File: config.mk
export PLATFORM = sky130hd
export DESIGN_NAME = board_move_ctrl
export DESIGN_NICKNAME = d
export VERILOG_FILES = /design/src/rtl/ttt_pkg.sv /design/src/rtl/board_move_ctrl.sv
export SDC_FILE = /design/constraint.sdc
export NUM_CORES = 1
export LEC_CHECK = 0
export BUFFER_PORTS_ARGS = -buffer_cell sky130_fd_sc_hd__buf_2
export CORE_MARGIN = 3
export CORE_UTILIZATION = 46
export DETAILED_ROUTE_END_ITERATION = 8
export HOLD_SLACK_MARGIN = 0.08
export PLACE_DENSITY = 0.72
export RECOVER_POWER = 25
export SYNTH_ARGS = -nofsm -noshare
export SYNTH_HDL_FRONTEND = slang
export SYNTH_SLANG_ARGS = --single-unit
File: constraint.sdc
create_clock -name clock -period 2.3 [get_ports clock]
set_input_delay 0.23 -clock clock [delete_from_list [all_inputs] [get_ports clock]]
set_output_delay 0.23 -clock clock [all_outputs]
set_load 0.01 [all_outputs]
File: src/rtl/ttt_pkg.sv
// Shared square codes and FSM state encodings for the tic-tac-toe move controller.
package ttt_pkg;

  localparam int unsigned NUM_SQUARES = 9;

  typedef enum logic [1:0] {
    EMPTY = 2'b00,
    PL1   = 2'b01,
    PL2   = 2'b10
  } square_t;

  typedef enum logic [2:0] {
    P1_WAIT  = 3'd0,
    P1_CHECK = 3'd1,
    P2_WAIT  = 3'd2,
    P2_CHECK = 3'd3,
    DONE     = 3'd4
  } state_t;

endpackage

File: src/rtl/board_move_ctrl.sv
// Board move controller: takes turns, validates moves against the external occupancy detector, writes squares.
// Optional per-turn idle timeout is compiled in with `define MOVE_TIMEOUT_EN.
module board_move_ctrl
  import ttt_pkg::*;
#(
  parameter int unsigned TIMEOUT_CYCLES = 100000000
) (
  input  logic       clock,
  input  logic       reset,
  input  logic       play,
  input  logic [8:0] move_sel,
  input  logic       new_game,
  input  logic       game_over,
  input  logic       illegal_move,
  output logic [1:0] pos1,
  output logic [1:0] pos2,
  output logic [1:0] pos3,
  output logic [1:0] pos4,
  output logic [1:0] pos5,
  output logic [1:0] pos6,
  output logic [1:0] pos7,
  output logic [1:0] pos8,
  output logic [1:0] pos9,
  output logic [8:0] PL1_en,
  output logic [8:0] PL2_en,
  output logic       turn,
`ifdef MOVE_TIMEOUT_EN
  output logic       timeout,
`endif
  output logic       move_err,
  output logic       no_space
);

  if (TIMEOUT_CYCLES < 1) begin : g_bad_timeout
    $error("TIMEOUT_CYCLES must be at least 1");
  end

  state_t                        state_q, state_d;
  square_t [NUM_SQUARES-1:0]     pos_q, pos_d;
  logic    [8:0]                 move_q, move_d;
  logic                          turn_q, turn_d;
  logic                          move_err_q, move_err_d;
  logic                          no_space_q, no_space_d;
  logic                          move_onehot;
  logic                          board_full;
  square_t                       player_code;

`ifdef MOVE_TIMEOUT_EN
  localparam int unsigned CNT_W = (TIMEOUT_CYCLES > 1) ? $clog2(TIMEOUT_CYCLES) : 1;
  logic [CNT_W-1:0] cnt_q, cnt_d;
  logic             timeout_q, timeout_d;
  logic             timeout_hit;

  assign timeout_hit = (cnt_q == CNT_W'(TIMEOUT_CYCLES - 1));
`endif

  // A latched move is only usable when exactly one square is selected.
  assign move_onehot = (move_q != '0) && ((move_q & (move_q - 9'd1)) == '0);
  assign player_code = (state_q == P2_CHECK) ? PL2 : PL1;

  // NOTE: every variable gets a default at the top of the block so no path infers a latch.
  always_comb begin
    state_d    = state_q;
    pos_d      = pos_q;
    move_d     = move_q;
    turn_d     = turn_q;
    move_err_d = 1'b0;
    no_space_d = no_space_q;
    board_full = 1'b0;
    PL1_en     = '0;
    PL2_en     = '0;
`ifdef MOVE_TIMEOUT_EN
    timeout_d  = 1'b0;
`endif

    if (state_q == P1_CHECK && move_onehot) PL1_en = move_q;
    if (state_q == P2_CHECK && move_onehot) PL2_en = move_q;

    if (new_game) begin
      state_d    = P1_WAIT;
      turn_d     = 1'b0;
      move_d     = '0;
      no_space_d = 1'b0;
      for (int i = 0; i < NUM_SQUARES; i++) pos_d[i] = EMPTY;
    end else if (game_over) begin
      // Winner logic overrides any write pending in a CHECK state.
      state_d = DONE;
    end else begin
      unique case (state_q)
        P1_WAIT, P2_WAIT: begin
          if (play) begin
            move_d  = move_sel;
            state_d = (state_q == P1_WAIT) ? P1_CHECK : P2_CHECK;
          end
`ifdef MOVE_TIMEOUT_EN
          else if (timeout_hit) begin
            timeout_d = 1'b1;
            turn_d    = ~turn_q;
            state_d   = (state_q == P1_WAIT) ? P2_WAIT : P1_WAIT;
          end
`endif
        end
        P1_CHECK, P2_CHECK: begin
          if (illegal_move || !move_onehot) begin
            move_err_d = 1'b1;
            state_d    = (state_q == P1_CHECK) ? P1_WAIT : P2_WAIT;
          end else begin
            for (int i = 0; i < NUM_SQUARES; i++) begin
              if (move_q[i]) pos_d[i] = player_code;
            end
            turn_d     = ~turn_q;
            state_d    = (state_q == P1_CHECK) ? P2_WAIT : P1_WAIT;
            board_full = 1'b1;
            for (int i = 0; i < NUM_SQUARES; i++) begin
              if (pos_d[i] == EMPTY) board_full = 1'b0;
            end
            if (board_full) begin
              state_d    = DONE;
              no_space_d = 1'b1;
            end
          end
        end
        DONE:    state_d = DONE;
        default: state_d = P1_WAIT;
      endcase
    end

`ifdef MOVE_TIMEOUT_EN
    // Counter only runs while a player sits in the same WAIT state.
    if (new_game || (state_d != state_q) || !(state_q == P1_WAIT || state_q == P2_WAIT))
      cnt_d = '0;
    else
      cnt_d = cnt_q + 1'b1;
`endif
  end

  // NOTE: sequential state uses non-blocking assignments; the nine squares are plain flops, so resetting them is cheap and required.
  always_ff @(posedge clock or posedge reset) begin
    if (reset) begin
      state_q    <= P1_WAIT;
      for (int i = 0; i < NUM_SQUARES; i++) pos_q[i] <= EMPTY;
      move_q     <= '0;
      turn_q     <= 1'b0;
      move_err_q <= 1'b0;
      no_space_q <= 1'b0;
`ifdef MOVE_TIMEOUT_EN
      cnt_q      <= '0;
      timeout_q  <= 1'b0;
`endif
    end else begin
      state_q    <= state_d;
      pos_q      <= pos_d;
      move_q     <= move_d;
      turn_q     <= turn_d;
      move_err_q <= move_err_d;
      no_space_q <= no_space_d;
`ifdef MOVE_TIMEOUT_EN
      cnt_q      <= cnt_d;
      timeout_q  <= timeout_d;
`endif
    end
  end

  assign pos1     = pos_q[0];
  assign pos2     = pos_q[1];
  assign pos3     = pos_q[2];
  assign pos4     = pos_q[3];
  assign pos5     = pos_q[4];
  assign pos6     = pos_q[5];
  assign pos7     = pos_q[6];
  assign pos8     = pos_q[7];
  assign pos9     = pos_q[8];
  assign turn     = turn_q;
  assign move_err = move_err_q;
  assign no_space = no_space_q;
`ifdef MOVE_TIMEOUT_EN
  assign timeout  = timeout_q;
`endif

endmodule

# After elaboration in Yosys (flattened, before gate mapping)
# Index checks and enable logic that the tools add are counted.
# word_totals
reg_bits	33
latchBits	0
mem_bits_rw	0
rom_bits	0
input_bits	15
output_inout_bits	39
memories	0
# op_classes
addsub	1
mul	0
div	0
magnitude_cmp	0
eq_ne	7
shifts	0
n_mux	91
bitwise_logic	2
n_reduce_logical	26
# op_table
operator	n
two-way mux 2 bit	49
two-way mux 18 bit	4
two-way mux 9 bit	6
two-way mux 1 bit	26
zero test 2 bit	9
two-way mux 3 bit	5
AND 9 bit	1
zero test 9 bit	1
case mux 3 bit (3 select lines)	1
nonzero test 9 bit	1
subtractor 9 x 1 -> 9 bit (second input constant)	1
nonzero test 2 bit	4
equality test 3 x 2 -> 1 bit (second input constant)	2
AND reduction 3 bit	2
!= test 2 bit (second input constant)	2
!= test 4 bit (second input constant)	1
AND reduction 4 bit	1
OR reduction 2 bit	2
equality test 3 x 1 -> 1 bit (second input constant)	1
equality test 3 bit (second input constant)	1
logical AND 1 bit	3
zero test 3 bit	1
zero test 1 bit	1
logical OR 1 bit	1
inverter 1 bit	1

# Logic depth before layout (Yosys ltp)
# logic_depth
depth_word	29
ltp_mapped	7
ltp_nobuf	5

# Worst setup path after synthesis
# OpenSTA, ideal clock, no wires.
# synth_path
path_type	flip-flop to output port
from	register move_q[3]
to	output PL1_en[0]
arrival_ns	1.655
setup_slack_ns	0.415
stages_incl_launch_ff	8
n_path_buf	2
cell_sequence	dfrtp_1 > buf_4 > nor4_1 > a21oi_1 > a22oi_2 > and3b_2 > buf_2 > and2_1
# synth_via
elab_chain_len	6
# synth_rtl
item	line	source
start: declaration	board_move_ctrl.sv:40	logic [8:0] move_q, move_d;
start signal: assignment	board_move_ctrl.sv:153	move_q <= move_d;
subtractor 9 x 1 -> 9 bit	board_move_ctrl.sv:58	assign move_onehot = (move_q != '0) && ((move_q & (move_q - 9'd1)) == '0);
AND 9 bit	board_move_ctrl.sv:58	
zero test 9 bit	board_move_ctrl.sv:58	
logical AND 1 bit (*)	board_move_ctrl.sv:58	
logical AND 1 bit (*)	board_move_ctrl.sv:76	if (state_q == P1_CHECK && move_onehot) PL1_en = move_q;
two-way mux 9 bit (*)	board_move_ctrl.sv:76	
end: declaration	board_move_ctrl.sv:24	output logic [8:0] PL1_en,
# Every way passes the cells marked *; elsewhere a longest branch is shown, timed or not.

# Worst setup path after layout
# layout_path
from	register move_q[3]
to	output PL2_en[0]
# layout_via
elab_chain_len	6
# layout_rtl
item	line	source
subtractor 9 x 1 -> 9 bit	board_move_ctrl.sv:58	
AND 9 bit	board_move_ctrl.sv:58	
zero test 9 bit	board_move_ctrl.sv:58	
logical AND 1 bit (*)	board_move_ctrl.sv:58	
logical AND 1 bit (*)	board_move_ctrl.sv:77	if (state_q == P2_CHECK && move_onehot) PL2_en = move_q;
two-way mux 9 bit (*)	board_move_ctrl.sv:77	
end: declaration	board_move_ctrl.sv:25	output logic [8:0] PL2_en,
# Marks and branches as above.

==> summary by stage <==
Global routing
For met3 alone, demand over resource in global routing was 5.22%. Entering global routing, the biggest net connects 34 pins. Global routing used 28.0% of the available met1 tracks.

The aggregate global routing overflow is 0. The met2 track demand over resource is 27.2%. The via count of the first global-routing pass is 1465. The initial antenna violation count is 0. For this run, the total global-route usage over all layers was measured as a little under a fifth.

The highest-utilization routing layer at the global route stage is met1. The first global-routing pass estimated 7.38 mm of wire.

Timing
Of the available clock period, the critical path in the final layout requires 96.1%. Derived from the worst setup path, the maximum achievable clock frequency is 452 MHz. The final hold violation count is 0. Between clock sinks in the finished design, the worst skew comes to 0.00497 ns.

The number of slew-limit violations in the final report is 0. Setup violations remaining at the end of the flow were counted as 0. Setup repair after global routing could not meet its margin everywhere. In the post-route analysis, the smallest setup slack over all paths is 0.0891 ns. The relative max-transition margin is between 40% and 50%. For the finished layout, the period the worst path requires is 2.21 ns. At the pin with the least slew margin, the transition time is 0.815 ns. The setup TNS after final layout is 0 ns.

Floorplanning
The die is 69.5 um wide. For this design the top-level I/O count stands at 54. The initial core utilization is 49.1%. From bottom edge to top edge, the die measures a little under 70 um. The total core area is around 3800 um^2. The die covers between 4000 and 5000 um^2. After floorplanning, the core was divided into 22 placement rows.

Drt
The number of detailed-routing iterations run before antenna repair is 4. The count of nets left with antenna violations once routing finished came out at 0. Summing over every cut layer, the via total after detailed routing is 1610. The routed design has 4.54 mm of wire.

For this run, design rule violations remaining after detail routing come to 0. In the final routed layout, each cell accounts on average for roughly 16 um. After the first detailed-routing iteration, the DRC count stood at roughly 100. In the routed layout, each cell is associated on average with a via count of about 5.5.

Pwr
In this run the power density over the cells is between 500 and 600 nW/um^2. Overall power consumption after layout is estimated at 0.00119 W. The worst-case IR drop observed on VDD is 0.000277 V. The leakage power is 1.28 nW.

Logic synthesis
The sequential share of the synthesized area is 44.6%. The number of nets handed over by synthesis was around 200. The main combinational cell family by area after synthesis is simple AND/OR/NAND/NOR gates.

Of the total synthesized cell area, the portion taken by AND, OR, NAND and NOR gates is between 20% and 30%. Synthesis handed over a netlist of 183 instances. The adder-cell share of the synthesized area is 0%. The share of Yosys cell area claimed by the top area cell type is 44.6%. The most common cell in the synthesized netlist is dfrtp_1. The count of distinct cell types in the synthesized netlist is 42. The synthesized design spends more area on one cell type than any other, namely dfrtp_1. The most used flip-flop cell after synthesis is dfrtp_1. The xor and xnor fraction of the mapped netlist area is 0%. The compound-gate portion of the synthesized area is 8.24%. The mux contribution to synthesized area is ~11%. In the synthesized netlist the async set-or-reset flop fraction comes to 100%. The post-synthesis area per instance is 10.1 um^2. The Yosys warning count is 0. The commonest cells after synthesis are dfrtp_1, mux2i_1, and2_1, nand2b_1, nor3_1. Sorting the synthesized cells by area gives the leading types as dfrtp_1, mux2i_1, and2_1.

The synthesized design contains 33 register bits. Summing every instance area after synthesis gives 1850 um^2. Counting flops with a built-in enable in the synthesized netlist gives 0.

Clock tree
The CTS tree is done. The root buffer selected by CTS is clkbuf_8. In this run the number of H-tree levels came out at 2. The longest clock path from root to sink contains 2 buffers. The total number of clock tree sinks is 33. The clock latency reported for the late side of the worst-skew pair is 0.28 ns. The number of buffers created by CTS is 5. Clock-pin slew was measured on the worst setup and hold paths at 0.06 ns.

Cells and area
The layout-stage area growth over the synthesis result is 24.6%. The post-route netlist has 38.7% of its cells at a drive strength greater than 1. The count of filler cells inserted in the layout is 342. Summing all multi-input logic gate instances after layout gives 940 um^2. The register area is approximately 830 um^2.

At the end of the flow, the number of nets in the layout was 258. The final non-filler cell total is just under 300. The diode insertion count for antenna repair is 0.

Placement
At the end of routability-driven placement, the weighted congestion stood at 0.777. The placed cell count is 274. Input and output buffers added on the ports amount to 53. Before CTS, the worst setup slack after placement is 0.305 ns.

Once detailed placement completed, the half-perimeter wirelength came to 3.05 mm.

Worst setup path
The worst setup path is captured at an output port. The launching element type of the critical path is a flop. Along the worst path, the maximum fanout reaches 8. The critical path's largest stage delay is 0.48 ns. The critical path arrival is 1.98 ns. The critical path goes through nor4_4 -> a21oi_1 -> a22oi_2 -> and3b_2 -> and2_1 -> buf_2. The largest individual stage delay along the critical path comes from the cell dfrtp_2. For the worst setup path, the data required time is 2.07 ns. The critical path class is flop to output port.

Hold path
The tightest min-delay check is of the input port to flop type.

Outcome
The flow ran to the end, and the final reports show no timing, DRC or antenna violations.

Run
The max capacitance violation total is 0.
==> worst max-delay path: cells and delay by family (launching register included) <==
kind                   cells  cell delay [ns]
buffers and inverters      1             0.13
AOI/OAI and AO/OA          2             0.36
DFF                        1             0.48
and+or+nand+nor            3             0.73
==> placed cells by master, fill, tap and decap left out, drive strengths merged <==
cell type    count
o211ai           1
or4              1
nand4b           1
nor3b            2
nand4            9
nand3b           1
and3             1
dlygate4sd3      1
dfrtp           33
or2              1
or2b             3
nand2            5
a22oi            1
or3b             1
a21oi            2
nand3            1
nor3            16
mux2i           19
o22ai            1
inv              5
mux2             1
a211o            1
nor2             6
and2b            1
nand2b          16
nor4             2
buf             65
or3              1
and2            18
and3b            4
o21ai            3
clkbuf           8
a22o             9
a31oi            2
nor2b            1
==> per-stage QoR <==
stage,area [um^2],utilization [%],hold slack [ns]
after CTS,2210,58.5,0.164
after detailed placement,2110,55.8,0.342
after global routing,2310,61.2,0.157
after floorplan,1850,-,0.359
final,2310,61.2,0.169
after global placement,2110,55.8,0.340
==> area by class of cell <==
type / instances / area share [%]
Inverter: 5 / 0.813
Sequential cell: 33 / 36.1
Clock buffer: 7 / 3.74
Tap cell: 48 / 2.60
Multi-Input combinational cell: 131 / 40.7
Timing Repair Buffer: 67 / 16.0
==> logic make-up after synthesis <==
| group | Yosys count |
|---|---|
| simple gates | 89 |
| flops | 33 |
| mux | 20 |
| buf+inv | 21 |
| compound gates | 20 |
==> where the power goes <==
| part | switching (W) | internal [W] |
|---|---|---|
| registers | 0.0000200 | 0.000590 |
| clock network | 0.000196 | 0.000237 |
| logic | 0.0000817 | 0.0000685 |
| total | 0.000298 | 0.000896 |
==> worst paths after layout <==
check | startpoint | end | slack, ns | depth (start not counted)
worst min-delay path | move_sel[2] | move_q[2] | 0.17 | 2
worst max-delay path | move_q[3] | PL2_en[0] | 0.09 | 6
worst max register to register | move_q[3] | turn | 0.31 | 7
min in group asynchronous | reset | move_q[2] | 0.73 | 4
max in group asynchronous | reset | move_q[5] | 1.01 | 4
worst min register to register | no_space | no_space | 0.53 | 2
==> timing repair <==
item                                   CTS  global route
endpoints found under the hold margin   33             0
cloned                                   0             2
gates resized for setup                  1            12
buffers inserted                         0             7
hold buffers                             1             0
setup endpoints to repair                1            18
pin swaps                                0             3
==> sequential cells by signal, indices dropped and copies added (netlist names), 2 cells and up <==
| name | flops |
|---|---|
| pos9 | 2 |
| pos5 | 2 |
| pos6 | 2 |
| pos3 | 2 |
| move_q | 9 |
| pos2 | 2 |
| pos4 | 2 |
| pos8 | 2 |
| pos1 | 2 |
| state_q | 3 |
| pos7 | 2 |
==> metal layers <==
| metal | vias up | share of wire (%) |
|---|---|---|
| met3 | 9 | 8.0 |
| met1 | 765 | 47 |
| met4 | 0 | 1.5 |
| li1 | 765 | - |
| met5 | - | 0 |
| met2 | 71 | 44 |
Note: power is estimated with default switching activity, not from simulation.
